**config.mk**
```make
export PLATFORM = sky130hd
export DESIGN_NAME = hex_text_parser
export DESIGN_NICKNAME = d
export VERILOG_FILES = /design/src/rtl/hex_text_parser.sv
export SDC_FILE = /design/constraint.sdc
export NUM_CORES = 1
export LEC_CHECK = 0
export ABC_AREA = 1
export BUFFER_PORTS_ARGS = -buffer_cell sky130_fd_sc_hd__buf_2
export CORE_MARGIN = 8
export CORE_UTILIZATION = 55
export CTS_CLUSTER_DIAMETER = 30
export DETAILED_ROUTE_END_ITERATION = 6
export PLACE_DENSITY = 0.8
export SLEW_MARGIN = 10
export SYNTH_ARGS = -nofsm -noshare
export SYNTH_HDL_FRONTEND = slang
export SYNTH_SLANG_ARGS = --single-unit
```
**constraint.sdc**
```tcl
create_clock -name clk -period 3.05 [get_ports clk]
set_input_delay 0.1525 -clock clk [delete_from_list [all_inputs] [get_ports clk]]
set_output_delay 0.1525 -clock clk [all_outputs]
set_load 0.02 [all_outputs]
```
**src/rtl/hex_text_parser.sv**
```systemverilog
// hex_text_parser: turns an ASCII hex text stream into binary bytes.
// Hex digit pairs form bytes (first digit is the MSB nibble), whitespace
// separates them, and anything else counts as an error. The byte and error
// counters saturate at all-ones.
// Optional feature macro: HEX_PARSE_COMMENT_EN. When it is defined, '#' starts
// a comment that runs to the next LF. When it is undefined, '#' is an ordinary
// error character.
module hex_text_parser #(
    parameter int CNT_W = 16,
    parameter int ERR_W = 8
) (
    input  logic             clk,
    input  logic             rst,
    input  logic             clr,
    input  logic             in_valid,
    input  logic [7:0]       in_char,
    output logic             out_valid,
    output logic [7:0]       out_byte,
    output logic [7:0]       last_byte,
    output logic             pending,
    output logic             err_pulse,
    output logic [CNT_W-1:0] byte_count,
    output logic [ERR_W-1:0] err_count
);

    localparam logic [1:0] ST_HI  = 2'd0;
    localparam logic [1:0] ST_LO  = 2'd1;
`ifdef HEX_PARSE_COMMENT_EN
    localparam logic [1:0] ST_CMT = 2'd2;
`endif

    logic [1:0]       state_q, state_d;
    logic [3:0]       hi_q, hi_d;
    logic             out_valid_q;
    logic             err_pulse_q;
    logic [7:0]       out_byte_q;
    logic [7:0]       last_byte_q;
    logic [CNT_W-1:0] byte_count_q;
    logic [ERR_W-1:0] err_count_q;

    logic             is_hex;
    logic             is_sep;
    logic [3:0]       nib;
    logic             emit;
    logic             err;
`ifdef HEX_PARSE_COMMENT_EN
    logic             is_hash;
    logic             is_lf;
`endif

    // Classify the incoming character and convert hex digits to a nibble.
    // Digit offsets: '0'..'9' map to low bits directly, 'A'/'a' (0x41/0x61)
    // have low bits 1, so adding 9 yields 10..15.
    always_comb begin
        is_hex = 1'b1;
        nib    = 4'd0;
        if (in_char >= 8'h30 && in_char <= 8'h39) begin
            nib = in_char[3:0];
        end else if ((in_char >= 8'h41 && in_char <= 8'h46) ||
                     (in_char >= 8'h61 && in_char <= 8'h66)) begin
            nib = in_char[3:0] + 4'd9;
        end else begin
            is_hex = 1'b0;
        end
        is_sep = (in_char == 8'h20) || (in_char == 8'h09) ||
                 (in_char == 8'h0D) || (in_char == 8'h0A);
`ifdef HEX_PARSE_COMMENT_EN
        is_hash = (in_char == 8'h23);
        is_lf   = (in_char == 8'h0A);
`endif
    end

    // Parser state machine: decides the next state and whether this
    // character emits a byte or raises an error (at most one of each).
    always_comb begin
        state_d = state_q;
        hi_d    = hi_q;
        emit    = 1'b0;
        err     = 1'b0;
        if (in_valid) begin
            case (state_q)
                ST_HI: begin
                    if (is_hex) begin
                        hi_d    = nib;
                        state_d = ST_LO;
`ifdef HEX_PARSE_COMMENT_EN
                    end else if (is_hash) begin
                        state_d = ST_CMT;
`endif
                    end else if (!is_sep) begin
                        err = 1'b1;
                    end
                end
                ST_LO: begin
                    if (is_hex) begin
                        emit    = 1'b1;
                        state_d = ST_HI;
`ifdef HEX_PARSE_COMMENT_EN
                    end else if (is_hash) begin
                        // Orphaned high nibble, then the comment runs as usual.
                        err     = 1'b1;
                        state_d = ST_CMT;
`endif
                    end else begin
                        // Orphaned high nibble: one error, nibble dropped.
                        err     = 1'b1;
                        state_d = ST_HI;
                    end
                end
`ifdef HEX_PARSE_COMMENT_EN
                ST_CMT: begin
                    if (is_lf) begin
                        state_d = ST_HI;
                    end
                end
`endif
                default: state_d = ST_HI;
            endcase
        end
    end

    // State, pulse, data and saturating counter registers. Reset beats clr,
    // and clr beats a character arriving in the same cycle.
    always_ff @(posedge clk) begin
        if (rst) begin
            state_q      <= ST_HI;
            hi_q         <= 4'd0;
            out_valid_q  <= 1'b0;
            err_pulse_q  <= 1'b0;
            out_byte_q   <= 8'd0;
            last_byte_q  <= 8'd0;
            byte_count_q <= '0;
            err_count_q  <= '0;
        end else if (clr) begin
            // last_byte and out_byte survive a parse restart.
            state_q      <= ST_HI;
            hi_q         <= 4'd0;
            out_valid_q  <= 1'b0;
            err_pulse_q  <= 1'b0;
            byte_count_q <= '0;
            err_count_q  <= '0;
        end else begin
            state_q     <= state_d;
            hi_q        <= hi_d;
            out_valid_q <= emit;
            err_pulse_q <= err;
            if (emit) begin
                out_byte_q  <= {hi_q, nib};
                last_byte_q <= {hi_q, nib};
                if (!(&byte_count_q)) begin
                    byte_count_q <= byte_count_q + CNT_W'(1);
                end
            end
            if (err && !(&err_count_q)) begin
                err_count_q <= err_count_q + ERR_W'(1);
            end
        end
    end

    assign out_valid  = out_valid_q;
    assign err_pulse  = err_pulse_q;
    assign out_byte   = out_byte_q;
    assign last_byte  = last_byte_q;
    assign pending    = (state_q == ST_LO);
    assign byte_count = byte_count_q;
    assign err_count  = err_count_q;

endmodule

```
-- Word level (Yosys, flattened, before mapping)
Index checks and enable logic that the tools add are counted.
- add/sub/neg operators: 3
- $lt $le $gt $ge: 6
- equal/unequal tests: 6
- multiplexer cells: 14
- bitwise gates (word level): 2
- reductions and logical operators: 17
- operators by type and width (operator ; count):
    8-bit by 4-bit == test with 1-bit output (second input constant) ; 3
    16-bit by 1-bit adder with 16-bit output (second input constant) ; 1
    8-bit by 7-bit greater-or-equal comparator with 1-bit output (second input constant) ; 2
    8-bit by 7-bit <= comparator with 1-bit output (second input constant) ; 2
    16-bit AND reduction ; 1
    1-bit 2-to-1 mux ; 9
    8-bit by 1-bit adder with 8-bit output (second input constant) ; 1
    8-bit by 6-bit == test with 1-bit output (second input constant) ; 1
    8-bit by 6-bit greater-or-equal comparator with 1-bit output (second input constant) ; 1
    8-bit by 6-bit <= comparator with 1-bit output (second input constant) ; 1
    4-bit 2-to-1 mux ; 2
    8-bit AND reduction ; 1
    2-bit AND reduction ; 3
    4-bit adder (second input constant) ; 1
    1-bit logical AND ; 4
    1-bit logical OR ; 4
    2-bit 2-to-1 mux ; 2
    3-bit AND reduction ; 1
    2-bit by 1-bit == test with 1-bit output (second input constant) ; 1
    2-bit logical NOT ; 1
    2-bit != test (second input constant) ; 1
    1-bit NOT ; 2
    1-bit one-hot mux with 2 select lines ; 1
    2-bit OR reduction ; 1
    1-bit logical NOT ; 1
- flip-flop bits (word level): 40
- bits of input ports: 12

-- Logic depth before layout (Yosys ltp)
- depth after elaboration: 9
- depth in mapped cells: 11

-- Worst setup path after synthesis
Ideal clock, no wire load.
- path kind: register to register
- start point: register byte_count_q[0] (netlist: byte_count[0])
- end point: register byte_count_q[14] (netlist: byte_count[14])
- setup time: 136 ps
- arrival time: 1681 ps
- path slack: 1233 ps
- stages on the path, launching flop included: 10
- buffers on the path: 1
- cells stage by stage: dfxtp_1 ha_1 nand2_1 nor2_1 nand4_1 nor2_1 nor2_4 buf_6 nand2_1 a21oi_2
- cells in the longest elaborated chain, start to end: 3
- elaborated cells between the ends (all ways): 4
- RTL lines (what ; RTL line ; source):
    start: declaration ; 38 ; logic [CNT_W-1:0] byte_count_q;
    start signal: assignment ; 151 ; byte_count_q <= byte_count_q + CNT_W'(1);
    branches (longest 3 deep; another with 16-bit by 1-bit adder with 16-bit output) ; - ;
Parallel ways; which one is timed is not known.
A chain may end at the register's enable or synchronous reset.

-- Worst setup path after layout
- start point: register byte_count_q[0] (netlist: byte_count[0])
- end point: register byte_count_q[0] (netlist: byte_count[0])
Same word-level chain as after synthesis.

==> impl_metrics.env <==
export IMPL_relSlewSlack_pct=27.4
export IMPL_drtPass1Iterations=4
export IMPL_globalplace_congestion=0.941
export IMPL_clk_pin_slew_worst_paths_ps=70
export IMPL_worstSetupStartpoint="byte_count[0]$_SDFFE_PP0P_"
export IMPL_globalRoute_totalOverflow=0
export IMPL_synth_edff_count=0
export IMPL_critPathBufInv=0
export IMPL_finalCritPeriodShare_pct=59.3
export IMPL_core_area_mm2=0.00394
export IMPL_reg2regPathDepth=8
export IMPL_worstSetupEndpointType="flip-flop"
export IMPL_yosysWarnings=0
export IMPL_cp_num_cells=8
export IMPL_fp_dieArea_mm2=0.00632
export IMPL_ys_ff_latch=39
export IMPL_drc=0
export IMPL_routed_wl_um=4990
export IMPL_crit_chain="ha_1 > nand2_1 > nor2_1 > nand4_1 > nor2_1 > nor2_4 > nand2_1 > a21oi_1"
export IMPL_synth_flop_cell="dfxtp_1"
export IMPL_r2r_end="byte_count[0]$_SDFFE_PP0P_"
export IMPL_timing_setup_tns_ps=0
export IMPL_use_met3_pct=3.94
export IMPL_required_ps=3180
export IMPL_grt_pass1_vias=1916
export IMPL_critical_path_class="flip-flop to flip-flop"
export IMPL_crit_slowest_cell="dfxtp_1"
export IMPL_area_delta_synth_final_pct=14.5
export IMPL_synthArstFlopShare_pct=0
export IMPL_p_leak_uw=0.00105
export IMPL_numCtsBuffers=5
export IMPL_use_met2_pct=26.6
export IMPL_clkLatencyLatePin_ps=290
export IMPL_grt_pass1_wl_um=8430
export IMPL_slowest_delay_ps=390
export IMPL_gr_usage_met1_pct=19.7
export IMPL_vdd_drop_max_v=0.000223
export IMPL_clock_sinks=39
export IMPL_h_tree_depth=2
export IMPL_cp_arrival_ps=1930
export IMPL_dieWidth_um=79.5
export IMPL_syn_nets=323
export IMPL_cts_tree="built"
export IMPL_slew_viol_final=0
export IMPL_start_util_pct=56.2
export IMPL_dr_total_vias=2078
export IMPL_hp_class="input pin to flip-flop"
export IMPL_clock_skew_ps=4.56
export IMPL_track_usage_pct=15.9
export IMPL_fillers=356
export IMPL_rsz0062_at_grt="no"
export IMPL_n_antenna_cell=0
export IMPL_start_kind="flip-flop"
export IMPL_dp_final_hpwl_um=3690
export IMPL_power_density_mw_per_mm2=359
export IMPL_cts_buffer_depth=2
export IMPL_hold_viol=0
export IMPL_drv_cap=0
export IMPL_cts_setup_buffers=0
export IMPL_dr_first_iter_drc_count=102
export IMPL_ys_seq_area_share_pct=35.2
export IMPL_finish_net_count=370
export IMPL_ctsRootBufferMaster="clkbuf_8"
export IMPL_top_usage_layer="met2"
export IMPL_cpLargestDelayFamily="simple AND/OR/NAND/NOR gates"
export IMPL_cts_resized=0
export IMPL_max_freq_mhz=553
export IMPL_num_rows=23
export IMPL_reg2reg_slack_ps=1240
export IMPL_final_core_util_pct=64.4
export IMPL_fin_crit_ps=1810
export IMPL_max_slew_worst_pin_slew_ps=1090
export IMPL_r2r_start="byte_count[0]$_SDFFE_PP0P_"
export IMPL_io_buffers=54
export IMPL_ant_nets=0
export IMPL_outcome="completed"
export IMPL_setup_viol=0
export IMPL_ioPinCount=55
export IMPL_vias_per_cell=5.16
export IMPL_syn_area_mm2=0.00222
export IMPL_crit_end="byte_count[0]$_SDFFE_PP0P_"
export IMPL_avgSynthCellArea_um2=7.27
export IMPL_hold_buffers=0
export IMPL_cp_max_fo=16
export IMPL_grt_max_degree=30
export IMPL_antenna_found_initial=0
export IMPL_synthCells=305
export IMPL_die_h_um=79.5
export IMPL_ys_types=28
export IMPL_drive_gt1_share_pct=26.6
export IMPL_routedWlPerCell_um=12.4
[stage by stage]
step / std cells / hold WS [ps] / area (um^2) / power (uW) / setup WS (ps)
global route: 403 / 124 / 2540 / 951 / 990
CTS: 403 / 123 / 2540 / 919 / 1230
floorplan: 305 / 321 / 2220 / 564 / 1230
global placement: 395 / 432 / 2450 / 586 / 1250
detailed placement: 395 / 434 / 2450 / 587 / 1210
finish: 403 / 129 / 2540 / 912 / 1240
[layout make-up]
type	instances	area [um^2]	share of cell area, %
flip-flops and latches	39	781	30.8
well taps	50	62.6	2.47
clock inverters	3	15.0	0.592
clock buffers	5	68.8	2.71
repair buffers	54	270	10.7
multi-input cells	228	1250	49.3
inverters	24	90.1	3.55
[kinds of logic after synthesis]
logic type,synth area share [%]
AOI/OAI and AO/OA,11.7
DFF,35.2
xor gates and xnor gates,7.11
and+or+nand+nor,34.2
buffers and inverters,8.36
adders and majority gates,3.39
[synth_stat cells (2+ instances only)]
cell type   n  area (um^2)
a21oi_2    10         87.6
buf_4       9         67.6
nor2_4      3         33.8
a21oi_1    28          140
clkbuf_1    3         11.3
nor2_1     23         86.3
nand3_1    24          120
nor3_1      5         25.0
o22ai_1     2         12.5
nand2_1    82          308
xnor2_1     4         35.0
inv_2       2         7.51
inv_1      22         82.6
nand2_2    11         68.8
ha_1        6         75.1
xor2_1     14          123
nand4_1     4         25.0
dfxtp_1    39          781
nand3_4     2         35.0
o21ai_0     4         20.0
[cells in the final DEF (no fill, tap or decap), types with 4 or more instances in the layout]
| master | synthesis | final |
|---|---|---|
| a21oi_1 | 28 | 28 |
| a21oi_2 | 10 | 10 |
| buf_2 | 1 | 54 |
| clkbuf_8 | 0 | 5 |
| dfxtp_1 | 39 | 39 |
| ha_1 | 6 | 6 |
| inv_1 | 22 | 22 |
| nand2_1 | 82 | 82 |
| nand2_2 | 11 | 11 |
| nand3_1 | 24 | 24 |
| nand4_1 | 4 | 4 |
| nor2_1 | 23 | 23 |
| nor3_1 | 5 | 5 |
| o21ai_0 | 4 | 4 |
| xnor2_1 | 4 | 4 |
| xor2_1 | 14 | 14 |
[worst register-to-register path: stages, from the launching register on]
cell and delay, ps:
dfxtp_1 390, ha_1 200, nand2_1 90, nor2_1 290, nand4_1 180, nor2_1 200
nor2_4 140, nand2_1 100, a21oi_1 50
[worst min path at each step]
| stage | from | to | slack, ps | depth (start not counted) |
|---|---|---|---|---|
| floorplan | in_valid | out_valid$_SDFF_PP0_ | 320 | 2 |
| global placement | rst | last_byte[1]$_SDFFE_PP0P_ | 430 | 2 |
| detailed placement | rst | last_byte[0]$_SDFFE_PP0P_ | 430 | 2 |
| CTS | rst | last_byte[0]$_SDFFE_PP0P_ | 120 | 2 |
| global route | rst | last_byte[0]$_SDFFE_PP0P_ | 120 | 2 |
| finish | rst | last_byte[0]$_SDFFE_PP0P_ | 130 | 2 |
[where the power goes]
| part | total [uW] | switching, uW | internal (uW) |
|---|---|---|---|
| sequential | 512 | 1.66 | 510 |
| clock | 337 | 180 | 157 |
| combinational | 63.1 | 44.3 | 18.8 |
[per-layer routing]
metal	vias up	wire length, um
met4	0	43
li1	1076	-
met2	42	2370
met1	955	2270
met3	5	309
met5	-	0
[state kept, by name, indices dropped and copies added, names as in the netlist]
signal      cells
byte_count     16
err_count       8
err_pulse       1
hi_q            4
last_byte       8
out_valid       1
state_q         1
(Power assumes the default switching activity.)
